**src/rtl/fetch_unit.sv**
```systemverilog
// Instruction fetch unit: requests one word at pc, holds it for decode/execute,
// then redirects to the sequencer's npc. A misaligned npc parks the unit in ERR until reset.
module fetch_unit #(
    parameter logic [31:0] RESET_PC = 32'h0000_0000
) (
    input  logic        clk,
    input  logic        rst,
    input  logic [31:0] npc,
    input  logic        npc_valid,
    output logic        imem_req,
    output logic [31:0] imem_addr,
    input  logic        imem_ack,
    input  logic [31:0] imem_rdata,
    output logic [31:0] pc,
    output logic [31:0] notbranch,
    output logic [31:0] inst,
    output logic        inst_valid,
    output logic        fetch_err,
    output logic [31:0] instret
);

    localparam logic [31:0] NOP = 32'h0000_0013;

    typedef enum logic [1:0] {IDLE, FETCH, HOLD, ERR} state_t;

    state_t      state_q;
    logic [31:0] pc_q;
    logic [31:0] inst_q;
    logic [31:0] instret_q;
    logic        req_q;
    logic        vld_q;
    logic        err_q;

    // Status outputs are registered alongside the state so they change on the same edge.
    always_ff @(posedge clk or posedge rst) begin
        if (rst) begin
            state_q   <= IDLE;
            pc_q      <= RESET_PC;
            inst_q    <= NOP;
            instret_q <= '0;
            req_q     <= 1'b0;
            vld_q     <= 1'b0;
            err_q     <= 1'b0;
        end else begin
            case (state_q)
                IDLE: begin
                    state_q <= FETCH;
                    req_q   <= 1'b1;
                end
                FETCH: begin
                    if (imem_ack) begin
                        inst_q  <= imem_rdata;
                        state_q <= HOLD;
                        req_q   <= 1'b0;
                        vld_q   <= 1'b1;
                    end
                end
                HOLD: begin
                    if (npc_valid) begin
                        vld_q <= 1'b0;
                        if (npc[1:0] == 2'b00) begin
                            pc_q      <= npc;
                            instret_q <= instret_q + 32'd1;
                            state_q   <= FETCH;
                            req_q     <= 1'b1;
                        end else begin
                            state_q <= ERR;
                            err_q   <= 1'b1;
                        end
                    end
                end
                ERR: begin
                    state_q <= ERR;
                end
                default: begin
                    state_q <= IDLE;
                    req_q   <= 1'b0;
                    vld_q   <= 1'b0;
                    err_q   <= 1'b0;
                end
            endcase
        end
    end

    assign imem_req   = req_q;
    assign imem_addr  = pc_q;
    assign pc         = pc_q;
    assign notbranch  = pc_q + 32'd4;
    assign inst       = inst_q;
    assign inst_valid = vld_q;
    assign fetch_err  = err_q;
    assign instret    = instret_q;

endmodule

```
**config.mk**
```make
export PLATFORM = sky130hd
export DESIGN_NAME = fetch_unit
export DESIGN_NICKNAME = d
export VERILOG_FILES = /design/src/rtl/fetch_unit.sv
export SDC_FILE = /design/constraint.sdc
export NUM_CORES = 1
export LEC_CHECK = 0
export ABC_AREA = 1
export CORE_ASPECT_RATIO = 0.9
export CORE_MARGIN = 2
export CORE_UTILIZATION = 48
export CTS_BUF_LIST = sky130_fd_sc_hd__clkbuf_8
export DETAILED_ROUTE_END_ITERATION = 16
export GPL_ROUTABILITY_DRIVEN = 1
export PLACE_DENSITY = 0.94
export SLEW_MARGIN = 20
export SYNTH_ARGS = -nofsm -noshare
export SYNTH_HDL_FRONTEND = slang
export SYNTH_SLANG_ARGS = --single-unit
```
**constraint.sdc**
```tcl
create_clock -name clk -period 8.1 [get_ports clk]
set_input_delay 0.81 -clock clk [delete_from_list [all_inputs] [get_ports clk]]
set_output_delay 0.81 -clock clk [all_outputs]
set_load 0.05 [all_outputs]
```
==> results.tsv, run 1 <==
stage	metric	value	unit
clock_network	clk_lat worst skew	370	ps
power_and_ir_drop	Leakage	3.68	nW
yosys	Avg Inst Size Synth	7.58	um2
power_and_ir_drop	Max VDD drop	0.290	mV
clock_network	CTS tree	built	
detailed_routing	Post-Route WL	15900	um
clock_network	# hold bufs at CTS	0	
clock_network	# resized after CTS	0	
floorplanning	die area	12300	um2
clock_network	Clock transition at path regs	110	ps
min_path	hold_sp	inst[1]$_DFFE_PP1P_	
place	placer congestion estimate	0.929	
grt	initial antenna violation count	0	
grt	vias in the first global route	5070	
final_layout	ANT cells	0	
final_layout	share of cells above drive strength 1	5.93	%
yosys	Seq/Total Area, Yosys	46.0	%
detailed_routing	Final ANT Viol Nets	0	
timing	post-route setup TNS	0	ps
timing	Final Cycle Share	43.9	%
detailed_routing	Remaining DRCs	0	
timing	endpoints failing setup	0	
timing	final slew viol count	0	
final_layout	Fill cells	910	
clock_network	Longest Clk Path Bufs	2	
clock_network	clock root cell	clkbuf_8	
timing	Final Hold Vio Count	0	
setup_path	critical path class	reg -> out	
grt	first-pass GRT wire length	25000	um
timing	worst clock skew	7.12	ps
yosys	post-synth net total	796	
yosys	yosys warns	0	
detailed_routing	1st-iter DRT viols	345	
yosys	Cells after Synth	726	
grt	GRT overflow	0	
final_layout	Multi-input gate area	2380	um2
yosys	mapped cell area	5510	um2
final_layout	register area	2530	um2
final_layout	Area growth syn-to-layout	43.5	%
detailed_routing	Pre-Repair DR Iteration Count	5	
place	dpl hpwl	12100	um
detailed_routing	Avg Vias per Cell	4.93	
detailed_routing	WL/cell	14.6	um
floorplanning	Rows	37	
floorplanning	die extent in y	106	um
setup_path	Reg-to-Reg Start	state_q[1]$_DFFE_PP0P_	
timing	Tmin final	3550	ps
grt	largest net degree at the start of global routing	82	
clock_network	Clock Sinks	101	
min_path	Hold Crit Depth	2	
setup_path	CP max FO	5	
clock_network	Setup Buffers After CTS	0	
timing	RSZ-0062 raised after global routing	false	
setup_path	Worst setup SP type	flip-flop	
power_and_ir_drop	Cell Pwr Density	442	nW/um2
timing	Worst-Margin Slew	908	ps
floorplanning	Initial Util	48.7	%
min_path	Hold EP	inst[1]$_DFFE_PP1P_	
final_layout	# nets final	992	
clock_network	Inserted Clock Buffers	9	
setup_path	Worst Path Required	7290	ps
timing	tightest hold margin	478	ps
timing	top achievable clock speed	0.282	GHz
setup_path	Data arrival, critical path	2740	ps
setup_path	r2r setup slk	5930	ps
floorplanning	core area	11300	um2
yosys	Seq cells post-synth	101	
setup_path	Worst R2R End	inst[16]$_DFFE_PP0P_	
yosys	library cells used by synthesis	31	
floorplanning	die width	117	um
clock_network	H-Tree Depth	3	
timing	Slew HR	39.4	%
min_path	HP Class	reg -> reg	
floorplanning	io pins	231	
detailed_routing	vias after detailed routing	5335	
setup_path	R2R depth	5	
setup_path	Crit. End Element	output port	
status	outcome	complete, no violations	
grt	GRT Total Usage	26.0	%
flow_run	Max Cap Violations	0	
place	PortBufs	230	
==> cell type report <==
| cell class | instances | share of cell area [%] |
|---|---|---|
| multi-input combinational | 509 | 30.2 |
| tap | 156 | 2.47 |
| inverter | 69 | 3.31 |
| clock buffer | 9 | 1.57 |
| sequential | 101 | 32.0 |
| timing repair buffer | 232 | 29.4 |
| clock inverter | 7 | 1.09 |
==> flip-flops by register name, summed over array words and instances (netlist names) <==
signal      cells
fetch_err       1
imem_addr      32
imem_req        1
inst           32
inst_valid      1
instret        32
state_q         2
==> Yosys cell counts <==
library cell	count	share of area, %
o21ai_0	23	2.1
o21ai_1	3	0.27
o31ai_1	1	0.14
nand4_1	12	1.4
nor3_1	12	1.1
nor3_2	1	0.18
dfrtp_1	98	45
xor2_1	20	3.2
nand2_1	308	21
nand3_4	1	0.32
and3_1	1	0.11
nor2_4	4	0.82
buf_4	36	4.9
o21bai_1	1	0.14
xor2_2	1	0.30
buf_2	6	0.55
nor3_4	1	0.30
dfstp_2	3	1.4
inv_1	65	4.4
nor2_1	57	3.9
nor2_2	9	1.0
nand3_1	22	2.0
buf_6	2	0.41
nand3b_1	10	1.4
nand2_2	3	0.34
clkbuf_1	3	0.20
nand3_2	7	1.3
xnor2_1	9	1.4
ha_1	2	0.45
nand2_4	1	0.20
inv_2	4	0.27
==> worst max-delay path: stages (launching register included) <==
cell and delay, ps:
dfrtp_1 440, ha_1 250, nand3_2 160, nor3_4 310, nand3_2 180, inv_1 80, nand3_1 60, nand2_1 80
clkdlybuf4s50_1 800
==> metrics by stage <==
step	setup WS [ps]	cells	power, mW	util (%)	cell area [um2]
final	4550	1083	3.50	70.0	7900
after global routing	4350	1083	3.65	70.0	7900
after CTS	4530	1083	3.52	69.9	7900
after detailed placement	4810	1067	3.17	68.1	7690
after global placement	4940	1067	3.14	68.1	7690
after floorplan	4650	726	2.46	-	5510
==> worst max path at each step <==
stage | startpoint | endpoint | slack [ps] | depth (start not counted)
after floorplan | rst | fetch_err$_DFFE_PP0P_ | 4650 | 1
after global placement | imem_ack | inst[10]$_DFFE_PP0P_ | 4940 | 5
after detailed placement | imem_ack | inst[16]$_DFFE_PP0P_ | 4810 | 5
after CTS | imem_addr[2]$_DFFE_PP0P_ | notbranch[18] | 4530 | 6
after global routing | imem_addr[2]$_DFFE_PP0P_ | notbranch[22] | 4350 | 8
final | imem_addr[2]$_DFFE_PP0P_ | notbranch[22] | 4550 | 8
==> cells by family (layout without fill, tap and decap cells) <==
family,Yosys count,count (layout),synth area share (%)
compound gates,28,28,2.64
xor+xnor,30,30,4.91
fa+ha+maj,2,2,0.454
flops,101,101,46.0
buf+inv,116,317,10.8
simple gates,449,449,35.3
==> metal layers <==
| metal | share of wire (%) | track usage, % | wire length (um) |
|---|---|---|---|
| met4 | 2.4 | 9.33 | 388 |
| met5 | 0 | 0 | 0 |
| met3 | 8.0 | 5.92 | 1270 |
| met2 | 50 | 43.6 | 7860 |
| met1 | 40 | 32.6 | 6340 |
==> where the power goes <==
part	internal [mW]	switching [mW]
Combinational	0.699	1.58
Sequential	0.675	0.205
Clock	0.150	0.190
Total	1.52	1.97
==> cells in the final DEF, fill, tap and decap left out, types with 3 or more instances in the layout <==
cell	netlist	routed
nand3_1	22	22
nor2_1	57	57
inv_2	4	4
nand3_2	7	7
xor2_1	20	20
nand3b_1	10	10
nand2_1	308	307
o21ai_0	23	23
nand2_2	3	4
inv_1	65	64
o21ai_1	3	3
dfrtp_1	98	98
nand4_1	12	12
nor2_2	9	9
nor3_1	12	12
clkbuf_8	0	9
nor2_4	4	4
dfstp_2	3	3
clkdlybuf4s50_1	0	230
xnor2_1	9	9
(Power assumes the default switching activity.)
==> run 2, diff against run 1 <==
- CORE_UTILIZATION: 48 -> 44
- PLACE_DENSITY: 0.94 -> 0.87
- clock period: 8.1 -> 3.65 ns (I/O delays scaled with it)
==> run 2 against run 1 <==
Compared with the run above:
- wire length increased by 2.5%
- sequential share of layout area decreased by 0.066 points
- core utilization decreased by 4.6 points
- design area increased by 0.21%
- clock-buffer cell count increased by 1
- via count increased by 0.36%
- die area increased by 8.8%
- flip-flop and latch count unchanged
- sequential power increased by 120%
- clock skew increased by 7.7 ps
- setup slack got worse by 4000 ps
- hold slack got worse by 78 ps
- critical path type unchanged
- highest routed layer unchanged
==> results.tsv, run 2 (synthesized netlist as in run 1, its figures left out) <==
stage	metric	value	unit
status	outcome	complete, no violations	
clock_network	Longest Clk Path Bufs	2	
final_layout	share of cells above drive strength 1	6.03	%
timing	Slew HR	39.1	%
floorplanning	io pins	231	
setup_path	r2r setup slk	1700	ps
floorplanning	die area	13400	um2
detailed_routing	1st-iter DRT viols	338	
power_and_ir_drop	Pint	3.40	mW
power_and_ir_drop	Flop pwr share	25.0	%
setup_path	Data arrival, critical path	2760	ps
final_layout	most frequent cells in the layout	nand2_1 (308), clkdlybuf4s50_1 (230), dfrtp_1 (98)	
place	placer congestion estimate	0.925	
setup_path	CP max FO	5	
place	placed inst area	7710	um2
grt	vias in the first global route	5040	
timing	final slew viol count	0	
floorplanning	die width	122	um
floorplanning	Rows	38	
timing	post-route setup TNS	0	ps
clock_network	Clock Sinks	101	
timing	top achievable clock speed	0.320	GHz
grt	GRT overflow	0	
setup_path	Crit. End Element	output port	
min_path	HP Class	in -> async	
final_layout	Area growth syn-to-layout	43.8	%
detailed_routing	WL/cell	14.9	um
detailed_routing	Final ANT Viol Nets	0	
place	dpl hpwl	12400	um
detailed_routing	Post-Route WL	16300	um
detailed_routing	vias after detailed routing	5354	
grt	first-pass GRT wire length	25700	um
setup_path	Worst setup SP type	flip-flop	
power_and_ir_drop	Cell Pwr Density	984	nW/um2
floorplanning	core area	12100	um2
clock_network	# hold bufs at CTS	0	
grt	initial antenna violation count	0	
timing	Tmin final	3130	ps
timing	endpoints failing setup	0	
clock_network	Inserted Clock Buffers	9	
grt	GRT Total Usage	25.0	%
clock_network	# resized after CTS	0	
timing	Final Hold Vio Count	0	
power_and_ir_drop	Logic pwr share	65.2	%
timing	Final Cycle Share	85.6	%
place	PortBufs	230	
clock_network	Setup Buffers After CTS	0	
power_and_ir_drop	Max VDD drop	0.606	mV
floorplanning	die extent in y	110	um
power_and_ir_drop	Clk network pwr share	9.9	%
clock_network	CTS tree	built	
power_and_ir_drop	switching share of power	56.3	%
final_layout	most common cell after layout, fill and taps aside	nand2_1	
clock_network	H-Tree Depth	3	
detailed_routing	Remaining DRCs	0	
clock_network	Clock transition at path regs	110	ps
power_and_ir_drop	Psw	4.39	mW
clock_network	clock root cell	clkbuf_8	
final_layout	Fill cells	1004	
clock_network	clk_lat worst skew	380	ps
setup_path	Worst Path Required	3280	ps
timing	RSZ-0062 raised after global routing	false	
final_layout	ANT cells	0	
setup_path	critical path class	reg -> out	
grt	largest net degree at the start of global routing	53	
floorplanning	Initial Util	45.4	%
final_layout	# nets final	994	
power_and_ir_drop	Leakage	3.69	nW
final_layout	design area	7920	um2
flow_run	Max Cap Violations	0	
timing	worst clock skew	14.8	ps
timing	Worst-Margin Slew	913	ps
detailed_routing	Pre-Repair DR Iteration Count	7	
detailed_routing	Avg Vias per Cell	4.92	
## run 2: layout make-up
| type | instances | area [um2] | area share (%) |
|---|---|---|---|
| repair buffers | 234 | 2330 | 29.4 |
| clock buffers | 10 | 138 | 1.74 |
| clock inverters | 6 | 75.1 | 0.948 |
| inverters | 69 | 262 | 3.30 |
| well taps | 160 | 200 | 2.53 |
| multi-input cells | 509 | 2380 | 30.1 |
| flip-flops and latches | 101 | 2530 | 32.0 |
## run 2: per-layer routing
metal  share of wire (%)  GRT usage (%)  vias up
met5                   0              0        -
met4                 2.1           7.47        0
met3                  10           8.33       29
met2                  48           42.0      269
met1                  39           30.7     2458
li1                    -              -     2598
## run 2: final timing paths
check,from,endpoint,cells past startpoint
worst max-delay path,imem_addr[2]$_DFFE_PP0P_,notbranch[20],8
worst min-delay path,rst,imem_addr[1]$_DFFE_PP0P_,2
worst max register to register,state_q[0]$_DFFE_PP0P_,instret[23]$_DFFE_PP0P_,6
worst min register to register,inst[4]$_DFFE_PP1P_,inst[4]$_DFFE_PP1P_,2
max in group asynchronous,rst,imem_addr[25]$_DFFE_PP0P_,3
min in group clk,imem_rdata[4],inst[4]$_DFFE_PP1P_,3
## run 2: worst max-delay path, cell delays in order, from the launching register on
cell	delay (ps)
dfrtp_1	450
ha_1	250
nand3_2	170
nor3_4	280
nand2_2	140
nor2_4	140
nand3_1	90
nand2_1	80
clkdlybuf4s50_1	800
## run 2: power groups by stage
stage          sequential [mW]  combinational [mW]  clock, mW
2_1_floorplan             3.12                2.34          0
3_3_place_gp              1.94                5.06          0
3_5_place_dp              1.96                5.09          0
4_1_cts                   1.94                5.10      0.794
5_1_grt                   2.00                5.30      0.844
6_report                  1.95                5.08      0.768
## run 2: per-stage QoR
stage	hold slack, ps	power (mW)	instances	utilization (%)	setup WS [ps]
2_1_floorplan	456	5.46	726	-	643
4_1_cts	422	7.84	1089	65.3	487
3_3_place_gp	455	6.99	1073	63.6	1020
3_5_place_dp	463	7.05	1073	63.6	932
5_1_grt	452	8.14	1089	65.3	300
6_report	401	7.79	1089	65.3	524
==> run 3, diff against run 2 <==
- CORE_UTILIZATION: 44 -> 43
- CTS_BUF_LIST: sky130_fd_sc_hd__clkbuf_8 -> sky130_fd_sc_hd__clkbuf_8 sky130_fd_sc_hd__clkbuf_16
- PLACE_DENSITY: 0.87 -> 0.86
==> run 3 against run 2 <==
Compared with the run above:
- combinational power is essentially flat
- maximum frequency is 1.4% higher
- register-to-register slack improved by 180 ps
- core utilization is 1.6 points lower
- via count is 0.24% higher
- first-iteration DRC count rose by 26%
- hold slack improved by 26 ps
- die area grew 2.2%
- design area grew 1.3%
==> results.tsv, run 3 (synthesized netlist as in run 1, its figures left out) <==
stage	metric	value	unit
power_and_ir_drop	Clk network pwr share	12.2	%
floorplanning	core area	12600	um2
clock_network	Clock Sinks	101	
setup_path	Worst setup SP type	flip-flop	
detailed_routing	Final ANT Viol Nets	0	
clock_network	clk_lat worst skew	350	ps
grt	largest net degree at the start of global routing	49	
floorplanning	Rows	39	
power_and_ir_drop	Logic pwr share	63.4	%
grt	initial antenna violation count	0	
clock_network	CTS tree	built	
final_layout	share of cells above drive strength 1	6.02	%
clock_network	H-Tree Depth	3	
place	placed inst area	7720	um2
status	outcome	complete, no violations	
timing	top achievable clock speed	0.324	GHz
timing	Slew HR	37.7	%
setup_path	Data arrival, critical path	2720	ps
grt	first-pass GRT wire length	25800	um
setup_path	Crit. End Element	output port	
floorplanning	io pins	231	
floorplanning	die width	123	um
grt	vias in the first global route	5187	
clock_network	Longest Clk Path Bufs	2	
timing	Final Hold Vio Count	0	
timing	Tmin final	3080	ps
timing	endpoints failing setup	0	
clock_network	# resized after CTS	0	
clock_network	Inserted Clock Buffers	9	
timing	post-route setup TNS	0	ps
clock_network	Clock transition at path regs	70	ps
setup_path	CP max FO	5	
setup_path	critical path class	reg -> out	
power_and_ir_drop	Flop pwr share	24.4	%
detailed_routing	WL/cell	14.9	um
timing	final slew viol count	0	
setup_path	Worst Path Required	3280	ps
power_and_ir_drop	Leakage	3.73	nW
timing	RSZ-0062 raised after global routing	false	
final_layout	Area growth syn-to-layout	45.6	%
detailed_routing	Avg Vias per Cell	4.91	
clock_network	clock root cell	clkbuf_16	
floorplanning	die extent in y	111	um
flow_run	Max Cap Violations	0	
grt	GRT overflow	0	
detailed_routing	vias after detailed routing	5367	
detailed_routing	Remaining DRCs	0	
floorplanning	die area	13700	um2
power_and_ir_drop	Max VDD drop	0.618	mV
power_and_ir_drop	switching share of power	55.1	%
clock_network	Setup Buffers After CTS	0	
power_and_ir_drop	Cell Pwr Density	997	nW/um2
detailed_routing	Pre-Repair DR Iteration Count	5	
place	dpl hpwl	12600	um
final_layout	most common cell after layout, fill and taps aside	nand2_1	
place	placer congestion estimate	0.933	
timing	Worst-Margin Slew	934	ps
detailed_routing	Post-Route WL	16300	um
final_layout	most frequent cells in the layout	nand2_1 (308), clkdlybuf4s50_1 (230), dfrtp_1 (98)	
detailed_routing	1st-iter DRT viols	425	
timing	Final Cycle Share	84.4	%
final_layout	design area	8020	um2
clock_network	# hold bufs at CTS	0	
final_layout	ANT cells	0	
power_and_ir_drop	post-layout total power	8.00	mW
min_path	HP Class	in -> async	
power_and_ir_drop	Pint	3.59	mW
grt	GRT Total Usage	24.2	%
place	PortBufs	230	
final_layout	Fill cells	1068	
floorplanning	Initial Util	43.7	%
power_and_ir_drop	Psw	4.41	mW
timing	worst clock skew	8.24	ps
final_layout	# nets final	995	
## run 3: cell types whose count changed in the layout (fill, tap and decap cells not counted)
cell,previous run,this run
buf_4,4,5
clkbuf_16,0,9
clkbuf_8,10,0
clkinv_2,0,1
clkinv_4,0,1
inv_1,64,65
inv_6,3,1
## run 3: power groups by stage
| stage | sequential, mW | combinational [mW] | clock, mW |
|---|---|---|---|
| floorplan | 3.12 | 2.34 | 0 |
| global placement | 1.94 | 5.07 | 0 |
| detailed placement | 1.96 | 5.10 | 0 |
| CTS | 1.95 | 5.10 | 1.00 |
| global route | 2.00 | 5.32 | 1.05 |
| finish | 1.95 | 5.07 | 0.976 |
## run 3: worst paths after layout
| kind | endpoint | slack [ps] | from | cells after the start |
|---|---|---|---|---|
| worst max-delay path | notbranch[20] | 570 | imem_addr[2]$_DFFE_PP0P_ | 8 |
| worst min-delay path | imem_addr[0]$_DFFE_PP0P_ | 430 | rst | 2 |
| worst max register to register | instret[28]$_DFFE_PP0P_ | 1880 | state_q[0]$_DFFE_PP0P_ | 9 |
| worst min register to register | inst[1]$_DFFE_PP1P_ | 470 | inst[1]$_DFFE_PP1P_ | 2 |
| max in group asynchronous | inst[0]$_DFFE_PP1P_ | 2390 | rst | 3 |
| min in group clk | inst[1]$_DFFE_PP1P_ | 470 | inst[1]$_DFFE_PP1P_ | 2 |
## run 3: per-layer routing
| layer | GRT usage, % | part of all wire (%) | vias to the layer above |
|---|---|---|---|
| met1 | 29.5 | 39 | 2443 |
| met5 | 0 | 0 | - |
| met2 | 39.5 | 47 | 277 |
| met3 | 7.89 | 9.8 | 47 |
| li1 | - | - | 2600 |
| met4 | 9.85 | 3.6 | 0 |
## run 3: area by class of cell
cell class	instances	area (um2)	share of cell area (%)
multi-input combinational	509	2380	29.7
sequential	101	2530	31.6
clock inverter	7	75.1	0.936
timing repair buffer	235	2340	29.2
clock buffer	9	225	2.81
tap	164	205	2.56
inverter	69	262	3.26
## run 3: critical path, stage by stage (launching register included)
cell             delay [ps]
dfrtp_1                 430
ha_1                    250
nand3_2                 170
nor3_4                  280
nand2_2                 130
nor2_4                  150
nand3_1                  90
nand2_1                  70
clkdlybuf4s50_1         790
## run 3: per-stage QoR
stage | cells | hold WS [ps] | utilization [%] | worst slack [ps]
after floorplan | 726 | 456 | - | 643
after global placement | 1078 | 452 | 61.3 | 1030
after global routing | 1094 | 492 | 63.7 | 399
final | 1094 | 427 | 63.7 | 568
after detailed placement | 1078 | 462 | 61.3 | 934
after CTS | 1094 | 462 | 63.7 | 550
